===== config.mk =====
export PLATFORM = sky130hd
export DESIGN_NAME = loop_task_sched
export DESIGN_NICKNAME = d
export VERILOG_FILES = /design/src/rtl/loop_task_sched.sv
export SDC_FILE = /design/constraint.sdc
export NUM_CORES = 1
export LEC_CHECK = 0
export ABC_AREA = 0
export ABC_CLOCK_PERIOD_IN_PS = 1500
export BUFFER_PORTS_ARGS = -buffer_cell sky130_fd_sc_hd__buf_4
export CORE_AREA = 3 3 45 47
export CTS_BUF_LIST = sky130_fd_sc_hd__clkbuf_2
export DETAILED_ROUTE_END_ITERATION = 8
export DIE_AREA = 0 0 48 50
export PLACE_DENSITY = 0.8
export SLEW_MARGIN = 20
export SYNTH_ARGS = -nofsm -noshare
export SYNTH_HDL_FRONTEND = slang
export SYNTH_SLANG_ARGS = --single-unit

===== constraint.sdc =====
create_clock -name clk -period 1.5 [get_ports clk]
set_clock_uncertainty 0.15 [all_clocks]
set_input_delay 0.15 -clock clk [delete_from_list [all_inputs] [get_ports clk]]
set_output_delay 0.15 -clock clk [all_outputs]
set_load 0.02 [all_outputs]

===== src/rtl/loop_task_sched.sv =====
// Sequences current-loop (Id PI, Iq PI) and speed-loop (speed PI) jobs onto one
// shared arithmetic engine, with overrun/timeout reporting and emergency-stop quiescing.
module loop_task_sched #(
    parameter int TIMEOUT_CYC = 255
) (
    input  logic       clk,
    input  logic       rst,
    input  logic       current_loop_stb,
    input  logic       speed_loop_stb,
    input  logic       emergency_stop_stb,
    input  logic       err_clr,
    output logic       job_valid,
    output logic [1:0] job_id,
    input  logic       job_ready,
    input  logic       job_done,
    output logic       cur_upd_stb,
    output logic       spd_upd_stb,
    output logic       cur_overrun,
    output logic       spd_overrun,
    output logic       eng_timeout,
    output logic       busy
);
    localparam int CW = $clog2(TIMEOUT_CYC + 1);
    localparam logic [CW-1:0] CNT_MAX = CW'(TIMEOUT_CYC);

    typedef enum logic [1:0] {S_IDLE, S_ISSUE, S_WAIT} state_t;

    state_t        state_q, state_d;
    logic [CW-1:0] cnt_q, cnt_d;
    logic [1:0]    job_id_q, job_id_d;
    logic          job_valid_q, job_valid_d;
    logic          cur_upd_q, cur_upd_d, spd_upd_q, spd_upd_d;
    logic          cur_pend_q, cur_pend_d, spd_pend_q, spd_pend_d;
    logic          cur_ovr_q, cur_ovr_d, spd_ovr_q, spd_ovr_d;
    logic          tmo_q, tmo_d, busy_q;
    logic          estop, hs, cur_clr, spd_clr, cur_ovr_set, spd_ovr_set, tmo_hit;

    assign estop   = emergency_stop_stb;
    assign hs      = (state_q == S_ISSUE) && job_valid && job_ready;
    assign cur_clr = hs && (job_id_q == 2'd0);
    assign spd_clr = hs && (job_id_q == 2'd2);
    // Done in the same cycle as the limit wins over the timeout.
    assign tmo_hit = (state_q == S_WAIT) && !job_done && (cnt_q == CNT_MAX);

    always_comb begin
        cur_pend_d  = cur_pend_q;
        spd_pend_d  = spd_pend_q;
        cur_ovr_set = 1'b0;
        spd_ovr_set = 1'b0;
        if (estop) begin
            cur_pend_d = 1'b0;
            spd_pend_d = 1'b0;
        end else begin
            if (current_loop_stb) begin
                cur_pend_d  = 1'b1;
                cur_ovr_set = cur_pend_q && !cur_clr;
            end else if (cur_clr) begin
                cur_pend_d = 1'b0;
            end
            if (speed_loop_stb) begin
                spd_pend_d  = 1'b1;
                spd_ovr_set = spd_pend_q && !spd_clr;
            end else if (spd_clr) begin
                spd_pend_d = 1'b0;
            end
        end
        cur_ovr_d = cur_ovr_set || (cur_ovr_q && !err_clr);
        spd_ovr_d = spd_ovr_set || (spd_ovr_q && !err_clr);
        tmo_d     = tmo_hit || (tmo_q && !err_clr);
    end

    // State register
    always_ff @(posedge clk or posedge rst) begin
        if (rst) state_q <= S_IDLE;
        else     state_q <= state_d;
    end

    // Next-state logic
    always_comb begin
        state_d = state_q;
        case (state_q)
            S_IDLE: begin
                if (!estop && (cur_pend_q || spd_pend_q)) state_d = S_ISSUE;
            end
            S_ISSUE: begin
                if (estop)   state_d = S_IDLE;
                else if (hs) state_d = S_WAIT;
            end
            S_WAIT: begin
                if (job_done) begin
                    if (job_id_q == 2'd0 && !estop) state_d = S_ISSUE;
                    else                            state_d = S_IDLE;
                end else if (tmo_hit) begin
                    state_d = S_IDLE;
                end
            end
            default: state_d = S_IDLE;
        endcase
    end

    // Output / datapath next values
    always_comb begin
        job_id_d    = job_id_q;
        job_valid_d = 1'b0;
        cur_upd_d   = 1'b0;
        spd_upd_d   = 1'b0;
        cnt_d       = '0;
        case (state_q)
            S_IDLE: begin
                if (!estop && cur_pend_q) begin
                    job_id_d    = 2'd0;
                    job_valid_d = 1'b1;
                end else if (!estop && spd_pend_q) begin
                    job_id_d    = 2'd2;
                    job_valid_d = 1'b1;
                end
            end
            S_ISSUE: job_valid_d = !estop && !hs;
            S_WAIT: begin
                cnt_d = cnt_q + 1'b1;
                if (job_done && !estop) begin
                    case (job_id_q)
                        2'd0: begin
                            job_id_d    = 2'd1;
                            job_valid_d = 1'b1;
                        end
                        2'd1:    cur_upd_d = 1'b1;
                        2'd2:    spd_upd_d = 1'b1;
                        default: ;
                    endcase
                end
            end
            default: ;
        endcase
    end

    always_ff @(posedge clk or posedge rst) begin
        if (rst) begin
            cnt_q       <= '0;
            job_id_q    <= 2'd0;
            job_valid_q <= 1'b0;
            cur_upd_q   <= 1'b0;
            spd_upd_q   <= 1'b0;
            cur_pend_q  <= 1'b0;
            spd_pend_q  <= 1'b0;
            cur_ovr_q   <= 1'b0;
            spd_ovr_q   <= 1'b0;
            tmo_q       <= 1'b0;
            busy_q      <= 1'b0;
        end else begin
            cnt_q       <= cnt_d;
            job_id_q    <= job_id_d;
            job_valid_q <= job_valid_d;
            cur_upd_q   <= cur_upd_d;
            spd_upd_q   <= spd_upd_d;
            cur_pend_q  <= cur_pend_d;
            spd_pend_q  <= spd_pend_d;
            cur_ovr_q   <= cur_ovr_d;
            spd_ovr_q   <= spd_ovr_d;
            tmo_q       <= tmo_d;
            busy_q      <= (state_d != S_IDLE);
        end
    end

    assign job_valid   = job_valid_q && !estop;
    assign job_id      = job_id_q;
    assign cur_upd_stb = cur_upd_q;
    assign spd_upd_stb = spd_upd_q;
    assign cur_overrun = cur_ovr_q;
    assign spd_overrun = spd_ovr_q;
    assign eng_timeout = tmo_q;
    assign busy        = busy_q;
endmodule

Word level (Yosys, flattened, before mapping)
Cells that the tools add are included.
{ "totals": {"input_bits": 8, "reg_bits": 21, "output_inout_bits": 9} }
{ "classes": {"eq_ne": 8, "n_mux": 34, "reduce_logical": 35, "addsub": 1} }
{ "ops": {"columns": ["operator", "n"], "rows": [
  ["2-to-1 mux 1 bit", 21],
  ["logical AND 1 bit", 18],
  ["2-to-1 mux 2 bit", 9],
  ["adder 8 x 1 -> 8 bit, second input constant", 1],
  ["equality test 8 bit, second input constant", 1],
  ["2-to-1 mux 8 bit", 1],
  ["zero test 1 bit", 6],
  ["case mux 2 bit (3 select lines)", 1],
  ["nonzero test 3 bit", 2],
  ["equality test 2 x 1 -> 1 bit, second input constant", 2],
  ["equality test 2 bit, second input constant", 2],
  ["zero test 2 bit", 2],
  ["logical OR 1 bit", 4],
  ["case mux 2 bit (2 select lines)", 1],
  ["AND reduction 4 bit", 1],
  ["nonzero test 2 bit", 2],
  ["!= test 3 bit, second input constant", 1],
  ["case mux 1 bit (3 select lines)", 1],
  ["!= test 2 x 1 -> 1 bit, second input constant", 1],
  ["!= test 2 bit, second input constant", 1]
]} }

Longest topological paths before layout
{ "logic_depth": {"ltp_word": 10, "ltp_mapped": 4} }

Least setup slack after synthesis
No wires, ideal clock.
{ "synth_path": {"kind": "register to register", "from": "reg state_q[1]", "to": "reg spd_ovr_q, in the netlist spd_overrun", "required_ns": 1.220, "stages_incl_launch_ff": 4, "arrival_time_ns": 1.142, "setup_slack_ns": 0.078, "period_less_slack_ns": 1.422, "n_path_buf": 0, "cell_sequence": "dfrtp_1 -> or3b_4 -> o41ai_2 -> o32ai_1"} }
{ "synth_via": {"elab_chain_cells": 9} }
{ "synth_lines": {"columns": ["item", "line_no", "rtl"], "rows": [
  ["start, declared", "28", "state_t state_q, state_d;"],
  ["start signal, assigned", "75", "else state_q <= state_d;"],
  ["equality test 2 x 1 -> 1 bit", "39", "assign hs = (state_q == S_ISSUE) && job_valid && job_ready;"],
  ["logical AND 1 bit (2 in series)", "39", null],
  ["logical AND 1 bit", "41", "assign spd_clr = hs && (job_id_q == 2'd2);"],
  ["zero test 1 bit", "62", "spd_ovr_set = spd_pend_q && !spd_clr;"],
  ["logical AND 1 bit", "62", null],
  ["2-to-1 mux 1 bit", "60", "if (speed_loop_stb) begin"],
  ["2-to-1 mux 1 bit", "50", "if (estop) begin"],
  ["logical OR 1 bit", "68", "spd_ovr_d = spd_ovr_set || (spd_ovr_q && !err_clr);"],
  ["named net spd_ovr_d", "34", "logic cur_ovr_q, cur_ovr_d, spd_ovr_q, spd_ovr_d;"],
  ["end signal, assigned", "159", "spd_ovr_q <= spd_ovr_d;"],
  ["end, declared", "34", null]
]} }
The timed path passes the listed nets, and every way through them passes these cells.
A chain may end at the register's enable or synchronous reset.

Worst setup path in the final report
Same ends and word-level chain as after synthesis.

==> results.json <==
{
  "period_share_pct": 100.8,
  "worst_pin_slew_ns": 0.3521,
  "clk_pin_slew_ns": 0.21,
  "avgSynthCellArea_um2": 10.94,
  "clock_sinks": 21,
  "setup_viol": 2,
  "hold-worst-slack_ns": 0.009095,
  "hold_viol_final": 0,
  "design_area_mm2": 0.001257,
  "core-area_mm2": 0.001689,
  "p_per_area_mw_per_mm2": 928.5,
  "startpoint_type": "register",
  "grt_pass1_wl_mm": 3.049,
  "syn_area_um2": 908.4,
  "multiInputGateArea_um2": 414.1,
  "drc": 0,
  "cts_tree": "built",
  "place_area_mm2": 0.001084,
  "ctsRootBufferMaster": "clkbuf_2",
  "hold_depth": 3,
  "totalWireLength_mm": 1.940,
  "synthToLayoutAreaGrowth_pct": 38.43,
  "worstPathArrival_ns": 1.61,
  "relSlewSlack_pct": 76.53,
  "drive_gt1_share_pct": 30.77,
  "final_cells": 134,
  "vias": 738,
  "hpwl_mm": 1.201,
  "ant_nets": 0,
  "synthTopCellsByArea": "dfrtp_1 (58%), a21oi_1 (3.3%), nand3_1 (3.3%)",
  "r2r_slack_ns": -0.01,
  "globalplace.congestion": 0.7336,
  "die_area_mm2": 0.002400,
  "antenna_found_initial": 0,
  "dr.pass1.iters": 4,
  "synth_cells": 83,
  "path_class": "register to register",
  "fmax_mhz": 661.2,
  "p_leak_uw": 0.0005799,
  "r2r_cells": 3,
  "overflow": 0,
  "critPathRequiredTime_ns": 1.60,
  "r2r-end": "spd_overrun",
  "cts_buffers": 3,
  "min_delay_worst_endpoint": "spd_upd_stb",
  "fin_crit_ns": 1.512,
  "min_path_type": "input pin to register",
  "grt_pass1_vias": 734,
  "synth_top_area_cell": "dfrtp_1",
  "drtIter0Drc": 13,
  "port_buffers": 16,
  "dp_cells": 120,
  "post_drt_via_cell_ratio": 5.507,
  "die_h_um": 50,
  "routedWlPerCell_um": 14.48,
  "num-nets-final": 127,
  "diodes": 0,
  "dp_worst_setup_slack_ns": 0.02719,
  "synth-seq-cells": 21,
  "cp_cell_sequence": "or3b_4 > o41ai_4 > o32ai_1",
  "hold_start": "emergency_stop_stb",
  "dieWidth_um": 48,
  "ys_seq_area_share_pct": 57.85,
  "rsz0062_at_grt": "true",
  "netlist.area_leader.share_pct": 57.85,
  "pin_count": 17,
  "synth_fp_nets": 92,
  "max-vdd-ir-drop_mv": 0.8448,
  "maxCapViolCount": 0,
  "yosysWarningCount": 0,
  "rows": 15,
  "seq_area_um2": 525.5,
  "timing.final.ws_setup_ns": -0.01244,
  "end_kind": "register",
  "grt_usage_pct": 17.48,
  "violations": "setup timing",
  "crit_slowest_cell": "dfrtp_1",
  "rr_startpoint": "state_q[1]",
  "htree_levels": 1,
  "critPathMaxFanout": 5,
  "status": "finished, violations left",
  "report.final.slew_viol_count": 0,
  "num-fill-cells": 112,
  "ys_types": 26,
  "cp_top_family": "flip-flops",
  "max_stage_delay_ns": 0.45,
  "worst_skew_pair.late_latency_ns": 0.34,
  "start_util_pct": 53.78,
  "cts_buffer_depth": 2,
  "crit_buf_inv": 0,
  "grt_max_degree": 22
}
## per-layer routing
| layer | wire length (um) | global-route usage [%] |
|---|---|---|
| met1 | 860 | 23.42 |
| met2 | 970 | 28.19 |
| met3 | 83 | 2.190 |
| met4 | 26 | 5.830 |
| met5 | 0 | 0 |
## cell usage in the layout, fill, tap and decap left out
cell,n
buf_4,24
dfrtp_1,21
inv_1,7
dlygate4sd3_1,7
a21oi_1,6
o21ai_0,5
nand3_1,5
nor2_1,5
nand2b_1,4
nand2_1,3
or3_1,3
clkbuf_2,3
nor3_1,2
xor2_1,2
nand4_1,2
nor3b_1,2
nand4bb_4,1
or3_4,1
a21bo_1,1
nand3_2,1
xnor2_1,1
or3b_4,1
o21ai_1,1
o41ai_1,1
and2b_1,1
nor4_4,1
o32ai_2,1
o41ai_4,1
o32ai_1,1
o22ai_1,1
ha_4,1
clkinv_2,1
## worst max-delay path by stage
stage                    start          end  slack (ns)  cells after the start
finish              state_q[1]  spd_overrun       -0.01                      3
global route        state_q[1]  spd_overrun       -0.07                      3
CTS                 state_q[1]   spd_pend_q       -0.01                      3
detailed placement  state_q[1]  spd_overrun        0.03                      3
global placement    state_q[1]  spd_overrun        0.06                      3
floorplan           state_q[1]  spd_overrun        0.08                      3
## where the power goes
| part | switching (uW) | internal (uW) |
|---|---|---|
| sequential | 49.5 | 608 |
| combinational | 136 | 134 |
| clock | 179 | 60.4 |
| total | 364 | 803 |
## worst min-delay path: stages
cell and delay, ns:
buf_4 0.12, nand4bb_4 0.16, nor3_1 0.05
## cells by family (layout without fill, tap and decap cells)
family	Yosys count	after routing	synth area share (%)
compound gates	18	18	13.09
xor+xnor	3	3	2.893
fa+ha+maj	1	1	1.377
buf+inv	8	42	3.306
flops	21	21	57.85
simple gates	32	32	21.49
## registers in the layout, indices dropped and copies added (netlist names)
register / cells
job_valid_q: 1
spd_overrun: 1
spd_pend_q: 1
cur_upd_stb: 1
spd_upd_stb: 1
cur_pend_q: 1
cnt_q: 8
eng_timeout: 1
state_q: 2
busy: 1
job_id: 2
cur_overrun: 1
## cell type report
type / count / share of cell area (%)
Sequential cell: 21 / 41.79
Multi-Input combinational cell: 54 / 32.94
Timing Repair Buffer: 31 / 19.90
Inverter: 7 / 2.090
Tap cell: 17 / 1.692
Clock buffer: 3 / 1.194
Clock inverter: 1 / 0.3980
## metrics by stage
step	TNS, ns	total power (uW)	util (%)
after floorplan	0	775.5	-
after global placement	0	873.7	64.15
after detailed placement	0	880.8	64.15
after CTS	-0.02344	1124	69.48
after global routing	-0.1660	1212	74.44
final	-0.02479	1168	74.44
## cells in the mapped netlist
master	number
or3_4	1
nand4bb_1	1
clkbuf_1	1
a21oi_1	6
nor2_1	5
nand2b_1	4
or3_1	3
nor3b_1	2
nand2_1	3
xnor2_1	1
dfrtp_1	21
o41ai_1	1
o32ai_1	2
o22ai_1	1
and2b_1	1
nand4_1	2
o21ai_0	6
ha_1	1
o41ai_2	1
nand3_1	6
a21bo_1	1
xor2_1	2
or3b_4	1
nor3_1	2
inv_1	7
nor4_2	1
## what timing repair did
item,in CTS,in global routing
endpoints found under the setup margin,3,9
gates cloned,0,0
pin swaps,0,1
hold buffers,7,0
endpoints found under the hold margin,26,0
buffers inserted,0,3
resized for setup,0,8
No activity file was read; power rests on OpenSTA's default activity.
